===== src/rtl/stack_pkg.sv =====
// Shared types for the hardware-stack sequencer:
// operation codes, FSM states and default widths.
package stack_pkg;

  localparam int DATA_W_DEF    = 10;
  localparam int STACK_MAX_DEF = 256;

  typedef enum logic [2:0] {
    OP_NOP  = 3'b000,
    OP_PUSH = 3'b001,
    OP_POP  = 3'b010,
    OP_LDSP = 3'b011,
    OP_CLR  = 3'b100
  } op_e;

  typedef enum logic [2:0] {
    ST_INIT = 3'd0,
    ST_IDLE = 3'd1,
    ST_WR   = 3'd2,
    ST_RD   = 3'd3,
    ST_CAP  = 3'd4,
    ST_LD   = 3'd5,
    ST_CLR  = 3'd6
  } state_e;

endpackage


===== src/rtl/stack_ctrl_if.sv =====
// Bundle between the control unit, the stack sequencer
// and the SP register / scratch-RAM pair.
interface stack_ctrl_if
  import stack_pkg::*;
#(
  parameter int DATA_W = DATA_W_DEF
);

  logic              op_valid;
  logic [2:0]        op_code;
  logic [DATA_W-1:0] op_data;
  logic              op_ready;
  logic [DATA_W-1:0] pop_data;
  logic              pop_valid;
  logic [7:0]        sp_in;
  logic [7:0]        sp_data;
  logic              sp_rst;
  logic              sp_ld;
  logic              sp_incr;
  logic              sp_decr;
  logic [7:0]        scr_addr;
  logic              scr_we;
  logic [DATA_W-1:0] scr_wdata;
  logic [DATA_W-1:0] scr_rdata;
  logic              err;
  logic              ovf;
  logic              unf;

  modport master (
    output op_valid, op_code, op_data,
    output sp_in, scr_rdata,
    input  op_ready, pop_data, pop_valid,
    input  sp_data, sp_rst, sp_ld,
    input  sp_incr, sp_decr,
    input  scr_addr, scr_we, scr_wdata,
    input  err, ovf, unf
  );

  modport slave (
    input  op_valid, op_code, op_data,
    input  sp_in, scr_rdata,
    output op_ready, pop_data, pop_valid,
    output sp_data, sp_rst, sp_ld,
    output sp_incr, sp_decr,
    output scr_addr, scr_we, scr_wdata,
    output err, ovf, unf
  );

endinterface


===== src/rtl/stack_ctrl.sv =====
// Hardware-stack sequencer: one op at a time, drives SP
// strobes and scratch-RAM access, tracks occupancy.
module stack_ctrl
  import stack_pkg::*;
#(
  parameter int DATA_W    = DATA_W_DEF,
  parameter int STACK_MAX = STACK_MAX_DEF
) (
  input  logic        i_clk,
  input  logic        i_rst_n,
  stack_ctrl_if.slave bus
);

  localparam logic [2:0] S_INIT = ST_INIT;
  localparam logic [2:0] S_IDLE = ST_IDLE;
  localparam logic [2:0] S_WR   = ST_WR;
  localparam logic [2:0] S_RD   = ST_RD;
  localparam logic [2:0] S_CAP  = ST_CAP;
  localparam logic [2:0] S_LD   = ST_LD;
  localparam logic [2:0] S_CLR  = ST_CLR;

  localparam logic [8:0] CNT_MAX = 9'(STACK_MAX);

  logic [2:0]        r_state;
  logic [8:0]        r_cnt;
  logic [DATA_W-1:0] r_data;
  logic [DATA_W-1:0] r_pop_data;
  logic              r_pop_valid;
  logic              r_err;
  logic              r_ovf;
  logic              r_unf;

  logic [2:0] w_next;
  logic       w_idle;
  logic       w_acc;
  logic       w_push;
  logic       w_pop;
  logic       w_ldsp;
  logic       w_clr;
  logic       w_ovf_hit;
  logic       w_unf_hit;
  logic [7:0] w_addr;

  assign w_idle = (r_state == S_IDLE);
  assign w_acc  = bus.op_valid && w_idle;
  assign w_push = (bus.op_code == OP_PUSH);
  assign w_pop  = (bus.op_code == OP_POP);
  assign w_ldsp = (bus.op_code == OP_LDSP);
  assign w_clr  = (bus.op_code == OP_CLR);

  always_comb begin
    w_next    = r_state;
    w_ovf_hit = 1'b0;
    w_unf_hit = 1'b0;
    unique case (r_state)
      S_INIT: w_next = S_IDLE;
      S_IDLE: begin
        if (w_acc) begin
          unique case (1'b1)
            w_push: begin
              if (r_cnt == CNT_MAX) w_ovf_hit = 1'b1;
              else                  w_next    = S_WR;
            end
            w_pop: begin
              if (r_cnt == 9'd0) w_unf_hit = 1'b1;
              else               w_next    = S_RD;
            end
            w_ldsp:  w_next = S_LD;
            w_clr:   w_next = S_CLR;
            default: w_next = S_IDLE;
          endcase
        end
      end
      S_RD:    w_next = S_CAP;
      default: w_next = S_IDLE;
    endcase
  end

  always_ff @(posedge i_clk or negedge i_rst_n) begin
    if (!i_rst_n) begin
      r_state     <= S_INIT;
      r_cnt       <= '0;
      r_data      <= '0;
      r_pop_data  <= '0;
      r_pop_valid <= 1'b0;
      r_err       <= 1'b0;
      r_ovf       <= 1'b0;
      r_unf       <= 1'b0;
    end else begin
      r_state     <= w_next;
      r_err       <= w_ovf_hit | w_unf_hit;
      r_pop_valid <= (r_state == S_CAP);
      if (w_acc) r_data <= bus.op_data;
      if (r_state == S_CAP) r_pop_data <= bus.scr_rdata;
      if (w_ovf_hit) r_ovf <= 1'b1;
      if (w_unf_hit) r_unf <= 1'b1;
      if (r_state == S_CLR) begin
        r_ovf <= 1'b0;
        r_unf <= 1'b0;
      end
      unique case (r_state)
        S_WR:        r_cnt <= r_cnt + 9'd1;
        S_CAP:       r_cnt <= r_cnt - 9'd1;
        S_LD, S_CLR: r_cnt <= '0;
        default:     r_cnt <= r_cnt;
      endcase
    end
  end

  // Address depends only on state and SP, never on OP_*
  always_comb begin
    w_addr = '0;
    if (r_state == S_WR) w_addr = bus.sp_in - 8'd1;
    if (r_state == S_RD) w_addr = bus.sp_in;
  end

  assign bus.op_ready  = w_idle;
  assign bus.pop_data  = r_pop_data;
  assign bus.pop_valid = r_pop_valid;
  assign bus.sp_data   = r_data[7:0];
  assign bus.sp_rst    = (r_state == S_INIT)
                       | (r_state == S_CLR);
  assign bus.sp_ld     = (r_state == S_LD);
  assign bus.sp_incr   = (r_state == S_CAP);
  assign bus.sp_decr   = (r_state == S_WR);
  assign bus.scr_addr  = w_addr;
  assign bus.scr_we    = (r_state == S_WR);
  assign bus.scr_wdata = r_data;
  assign bus.err       = r_err;
  assign bus.ovf       = r_ovf;
  assign bus.unf       = r_unf;

endmodule


===== src/flat_wrapper.sv =====
// flat-port wrapper written by rule: the top's interface ports become plain ports
module stack_ctrl_flat import stack_pkg::*;
#(
  parameter int DATA_W    = DATA_W_DEF,
  parameter int STACK_MAX = STACK_MAX_DEF
)
  (i_clk, i_rst_n, bus_op_valid, bus_op_code, bus_op_data, bus_sp_in, bus_scr_rdata, bus_op_ready, bus_pop_data, bus_pop_valid, bus_sp_data, bus_sp_rst, bus_sp_ld, bus_sp_incr, bus_sp_decr, bus_scr_addr, bus_scr_we, bus_scr_wdata, bus_err, bus_ovf, bus_unf);
  stack_ctrl_if #(.DATA_W(DATA_W)) bus_i ();
  input  logic i_clk;
  input  logic i_rst_n;
  input wire logic [$bits(bus_i.op_valid)-1:0] bus_op_valid;
  input wire logic [$bits(bus_i.op_code)-1:0] bus_op_code;
  input wire logic [$bits(bus_i.op_data)-1:0] bus_op_data;
  input wire logic [$bits(bus_i.sp_in)-1:0] bus_sp_in;
  input wire logic [$bits(bus_i.scr_rdata)-1:0] bus_scr_rdata;
  output wire logic [$bits(bus_i.op_ready)-1:0] bus_op_ready;
  output wire logic [$bits(bus_i.pop_data)-1:0] bus_pop_data;
  output wire logic [$bits(bus_i.pop_valid)-1:0] bus_pop_valid;
  output wire logic [$bits(bus_i.sp_data)-1:0] bus_sp_data;
  output wire logic [$bits(bus_i.sp_rst)-1:0] bus_sp_rst;
  output wire logic [$bits(bus_i.sp_ld)-1:0] bus_sp_ld;
  output wire logic [$bits(bus_i.sp_incr)-1:0] bus_sp_incr;
  output wire logic [$bits(bus_i.sp_decr)-1:0] bus_sp_decr;
  output wire logic [$bits(bus_i.scr_addr)-1:0] bus_scr_addr;
  output wire logic [$bits(bus_i.scr_we)-1:0] bus_scr_we;
  output wire logic [$bits(bus_i.scr_wdata)-1:0] bus_scr_wdata;
  output wire logic [$bits(bus_i.err)-1:0] bus_err;
  output wire logic [$bits(bus_i.ovf)-1:0] bus_ovf;
  output wire logic [$bits(bus_i.unf)-1:0] bus_unf;
  assign bus_i.op_valid = bus_op_valid;
  assign bus_i.op_code = bus_op_code;
  assign bus_i.op_data = bus_op_data;
  assign bus_i.sp_in = bus_sp_in;
  assign bus_i.scr_rdata = bus_scr_rdata;
  assign bus_op_ready = bus_i.op_ready;
  assign bus_pop_data = bus_i.pop_data;
  assign bus_pop_valid = bus_i.pop_valid;
  assign bus_sp_data = bus_i.sp_data;
  assign bus_sp_rst = bus_i.sp_rst;
  assign bus_sp_ld = bus_i.sp_ld;
  assign bus_sp_incr = bus_i.sp_incr;
  assign bus_sp_decr = bus_i.sp_decr;
  assign bus_scr_addr = bus_i.scr_addr;
  assign bus_scr_we = bus_i.scr_we;
  assign bus_scr_wdata = bus_i.scr_wdata;
  assign bus_err = bus_i.err;
  assign bus_ovf = bus_i.ovf;
  assign bus_unf = bus_i.unf;
  stack_ctrl #(.DATA_W(DATA_W), .STACK_MAX(STACK_MAX)) u_core (.i_clk(i_clk), .i_rst_n(i_rst_n), .bus(bus_i));
endmodule

===== config.mk =====
export PLATFORM = sky130hd
export DESIGN_NAME = stack_ctrl_flat
export DESIGN_NICKNAME = d
export VERILOG_FILES = /design/src/rtl/stack_pkg.sv /design/src/rtl/stack_ctrl_if.sv /design/src/rtl/stack_ctrl.sv /design/src/flat_wrapper.sv
export SDC_FILE = /design/constraint.sdc
export NUM_CORES = 1
export LEC_CHECK = 0
export ABC_AREA = 1
export BUFFER_PORTS_ARGS = -buffer_cell sky130_fd_sc_hd__buf_2
export CAP_MARGIN = 5
export CORE_MARGIN = 5
export CORE_UTILIZATION = 48
export CTS_CLUSTER_DIAMETER = 100
export DETAILED_ROUTE_END_ITERATION = 12
export GPL_TIMING_DRIVEN = 0
export PLACE_DENSITY_LB_ADDON = 0.1
export SLEW_MARGIN = 20
export SYNTH_ARGS = -nofsm -noshare
export SYNTH_HDL_FRONTEND = slang
export SYNTH_SLANG_ARGS = --single-unit

===== constraint.sdc =====
create_clock -name i_clk -period 2.3 [get_ports i_clk]
set_input_delay 0 -clock i_clk [delete_from_list [all_inputs] [get_ports i_clk]]
set_output_delay 0 -clock i_clk [all_outputs]
set_load 0.02 [all_outputs]

==> impl_results.md <==
* Status: finished clean
* Gates resized, CTS repair at 0
* Initial drt markers at 90
* Clock root buffer: clkbuf_8
* Port Buffers at 79
* Setup crit start kind: flip-flop
* First-pass GRT wire length at 9.390 mm
* Routed WL per cell at 12.00 um
* Placed Instance Area at 2669 sq um
* Leak at 1.707 nW
* Final Hold Fails at 0
* CP max stage cell: dfrtp_1
* Initial DRT Pass Iterations at 4
* Synthesized area at 2208 sq um
* Io pins at 80
* Worst slew margin at 44.84%
* Mapped Nets at 347
* Final Cell Area at 2953 sq um
* Worst hold slack at 67.39 ps
* Routed WL at 5.616 mm
* HPWL reported at the end of detailed placement at 4.054 mm
* Num CTS Buffers at 5
* Clock sinks at 36
* Post-CTS Setup Repair Bufs at 0
* Syn. warnings at 0
* Final worst slack at 259.8 ps
* Critical path type: reg -> reg
* Worst Hold Path EP: u_core.r_state[1]
* Metal3 WL at 322 um
* H-Tree Depth at 2
* Most used cell along the critical path: nand3_1
* Layout cell share with drive strength beyond 1 at 29.81%
* Comb power frac at 45.9%
* Sequential power share at 37.4%
* Critical hold path startpoint: bus_op_valid
* Reg clk slew, reported paths at 80 ps
* Largest net degree at the start of global routing at 37
* Inst Count DP at 441
* Sw Share at 42.60%
* Reg2reg end: u_core.r_cnt[8]
* Min Tclk post-route at 2040 ps
* Chip height at 77.83 um
* Reg2reg path depth at 10
* Row cnt at 24
* Slew Limit Fails at 0
* Final net count at 453
* Final period util at 88.70%
* Width of the die at 77.83 um
* Area growth syn-to-layout at 33.71%
* Post-synth cell types at 33
* Worst slack, placed at -79.44 ps
* Post-layout util at 66.89%
* Vias per cell at 4.855
* Die area at 6058 sq um
* Worst Setup End Kind: flip-flop
* Vias at 2272
* Seq/Total Area, Yosys at 40.79%
* Hold depth at 3
* Worst-skew pair later-pin latency at 300 ps
* Met1 wire length at 2.416 mm
* Pint at 1.471 mW
* Psw at 1.091 mW
* Synthesized instance count at 310
* Power per cell area at 867.6 nW/um^2
* Fmax at 0.4902 GHz
* RSZ-0062 raised after global routing: no
* Ant. Diodes at 0
* Most common cell after layout, fill and taps aside: nand2_1
* Highest metal used: met4
* R2r startpoint: u_core.r_state[0]
* Drc violations at 0
* Flop2flop setup slack at 260 ps
* CP cell instances: nor2_4 > nand2_4 > inv_2 > ha_1 > nand3_1 > nor2_1 > nor2_1 > nand3_1 > nand3_1 > nand2_1
* Gr ovfl total at 0
* Syn Area/Cell at 7.124 sq um
* Clk network pwr share at 16.7%
* CP max stage delay at 480 ps
* Worst Path Max Fanout at 19
* Endpoints failing setup at 0
* Initial Util at 50.03%
* Post-route insts no fill at 468
* Total track usage at 19.00%
* Most frequent cells in the layout: nand2_1, buf_2, dfrtp_1
* Worst Hold Class: in -> reg
* Initial antenna violation count at 0
* Max clock buf depth at 2
* Max Cap Viol at 0
* Maximum VDD drop at 544.1 uV
* Flops & latches, synth at 36
* Core area at 4414 sq um
* CTS tree: built
* DRT antenna net count at 0
* Worst Path Arrival at 2230 ps
* Worst-Margin Slew at 827.4 ps
* Required time worst endpoint at 2490 ps
* Clock skew at 12.14 ps
* Met2 wire length at 2.794 mm
* GPL Wtd Cong at 0.9110
* Vias in the first global route at 2091
-- per-stage QoR --
stage | total power [mW] | TNS, ps
floorplan | 1.730 | 0
global placement | 2.102 | -65.30
detailed placement | 2.125 | -79.44
CTS | 2.587 | 0
global route | 2.747 | 0
finish | 2.562 | 0
-- sequential cells by signal, indices dropped and copies added (netlist names) --
signal / flops
u_core.bus.err: 1
u_core.bus.ovf: 1
u_core.bus.pop_data: 10
u_core.bus.pop_valid: 1
u_core.bus.scr_wdata: 10
u_core.bus.unf: 1
u_core.r_cnt: 9
u_core.r_state: 3
-- metal layers --
layer / track usage (%) / vias to the layer above
li1: - / 1180
met1: 22.96 / 1031
met2: 32.72 / 53
met3: 4.514 / 8
met4: 6.873 / 0
met5: 0 / -
-- cell type report --
| class | count | area, sq um |
|---|---|---|
| clock inverter | 1 | 5.005 |
| fill | 383 | 1461 |
| sequential | 36 | 900.9 |
| tap | 52 | 65.06 |
| multi-input combinational | 223 | 1066 |
| buffer | 14 | 102.6 |
| inverter | 36 | 135.1 |
| timing repair buffer | 100 | 605.6 |
| clock buffer | 6 | 72.57 |
-- cell usage after synthesis --
library cell | count | area, sq um
a21oi_1 | 7 | 35.03
a31oi_1 | 2 | 12.51
and2_1 | 1 | 6.260
buf_2 | 1 | 5.000
buf_4 | 11 | 82.58
buf_6 | 1 | 11.26
clkbuf_1 | 2 | 7.510
dfrtp_1 | 36 | 900.9
ha_1 | 3 | 37.54
inv_1 | 30 | 112.6
inv_2 | 6 | 22.52
nand2_1 | 114 | 427.9
nand2_2 | 12 | 75.07
nand2_4 | 2 | 22.52
nand3_1 | 24 | 120.1
nand3_2 | 1 | 10.01
nand4_1 | 2 | 12.51
nor2_1 | 24 | 90.09
nor2_2 | 1 | 6.260
nor2_4 | 1 | 11.26
nor3_1 | 5 | 25.02
nor3_2 | 1 | 10.01
nor4_2 | 1 | 12.51
o21ai_0 | 10 | 50.05
o21ai_1 | 1 | 5.000
o21bai_1 | 1 | 7.510
o21bai_4 | 1 | 18.77
o22ai_1 | 2 | 12.51
o311ai_0 | 1 | 8.760
o31ai_1 | 1 | 7.510
or2_1 | 1 | 6.260
xnor2_1 | 1 | 8.760
xor2_1 | 3 | 26.28
-- worst max-delay path, delay by kind of cell, from the launching register on --
kind                       cells  cell delay, ps
adders and majority gates      1             340
buffers and inverters          1             250
DFF                            1             480
and+or+nand+nor                8             870
-- how the worst max path moves through the flow --
stage                                  from         endpoint  slack [ps]
after floorplan           u_core.r_state[1]  u_core.r_cnt[8]         130
after global placement    u_core.r_state[0]  u_core.r_cnt[8]         -70
after detailed placement  u_core.r_state[0]  u_core.r_cnt[8]         -80
after CTS                 u_core.r_state[0]  u_core.r_cnt[8]         240
after global routing      u_core.r_state[0]  u_core.r_cnt[8]          70
final                     u_core.r_state[0]  u_core.r_cnt[8]         260
-- cells by family (layout without fill, tap and decap cells) --
logic type,Yosys count,count (layout),synth area share [%]
fa+ha+maj,3,3,1.700
flops,36,36,40.79
simple gates,190,190,37.85
buf+inv,51,157,10.93
compound gates,26,26,7.139
xor+xnor,4,4,1.587
-- power by group through the flow --
stage | clock network (mW) | logic, mW | registers, mW
finish | 0.427 | 1.18 | 0.959
global route | 0.468 | 1.29 | 0.991
CTS | 0.441 | 1.19 | 0.957
detailed placement | 0 | 1.16 | 0.965
global placement | 0 | 1.14 | 0.962
floorplan | 0 | 0.561 | 1.17
-- timing repair --
item,4_1_cts,5_1_grt
endpoints found under the hold margin,56,0
setup endpoints to repair,1,0
hold buffers,21,0
Note: power is estimated with default switching activity, not from simulation.
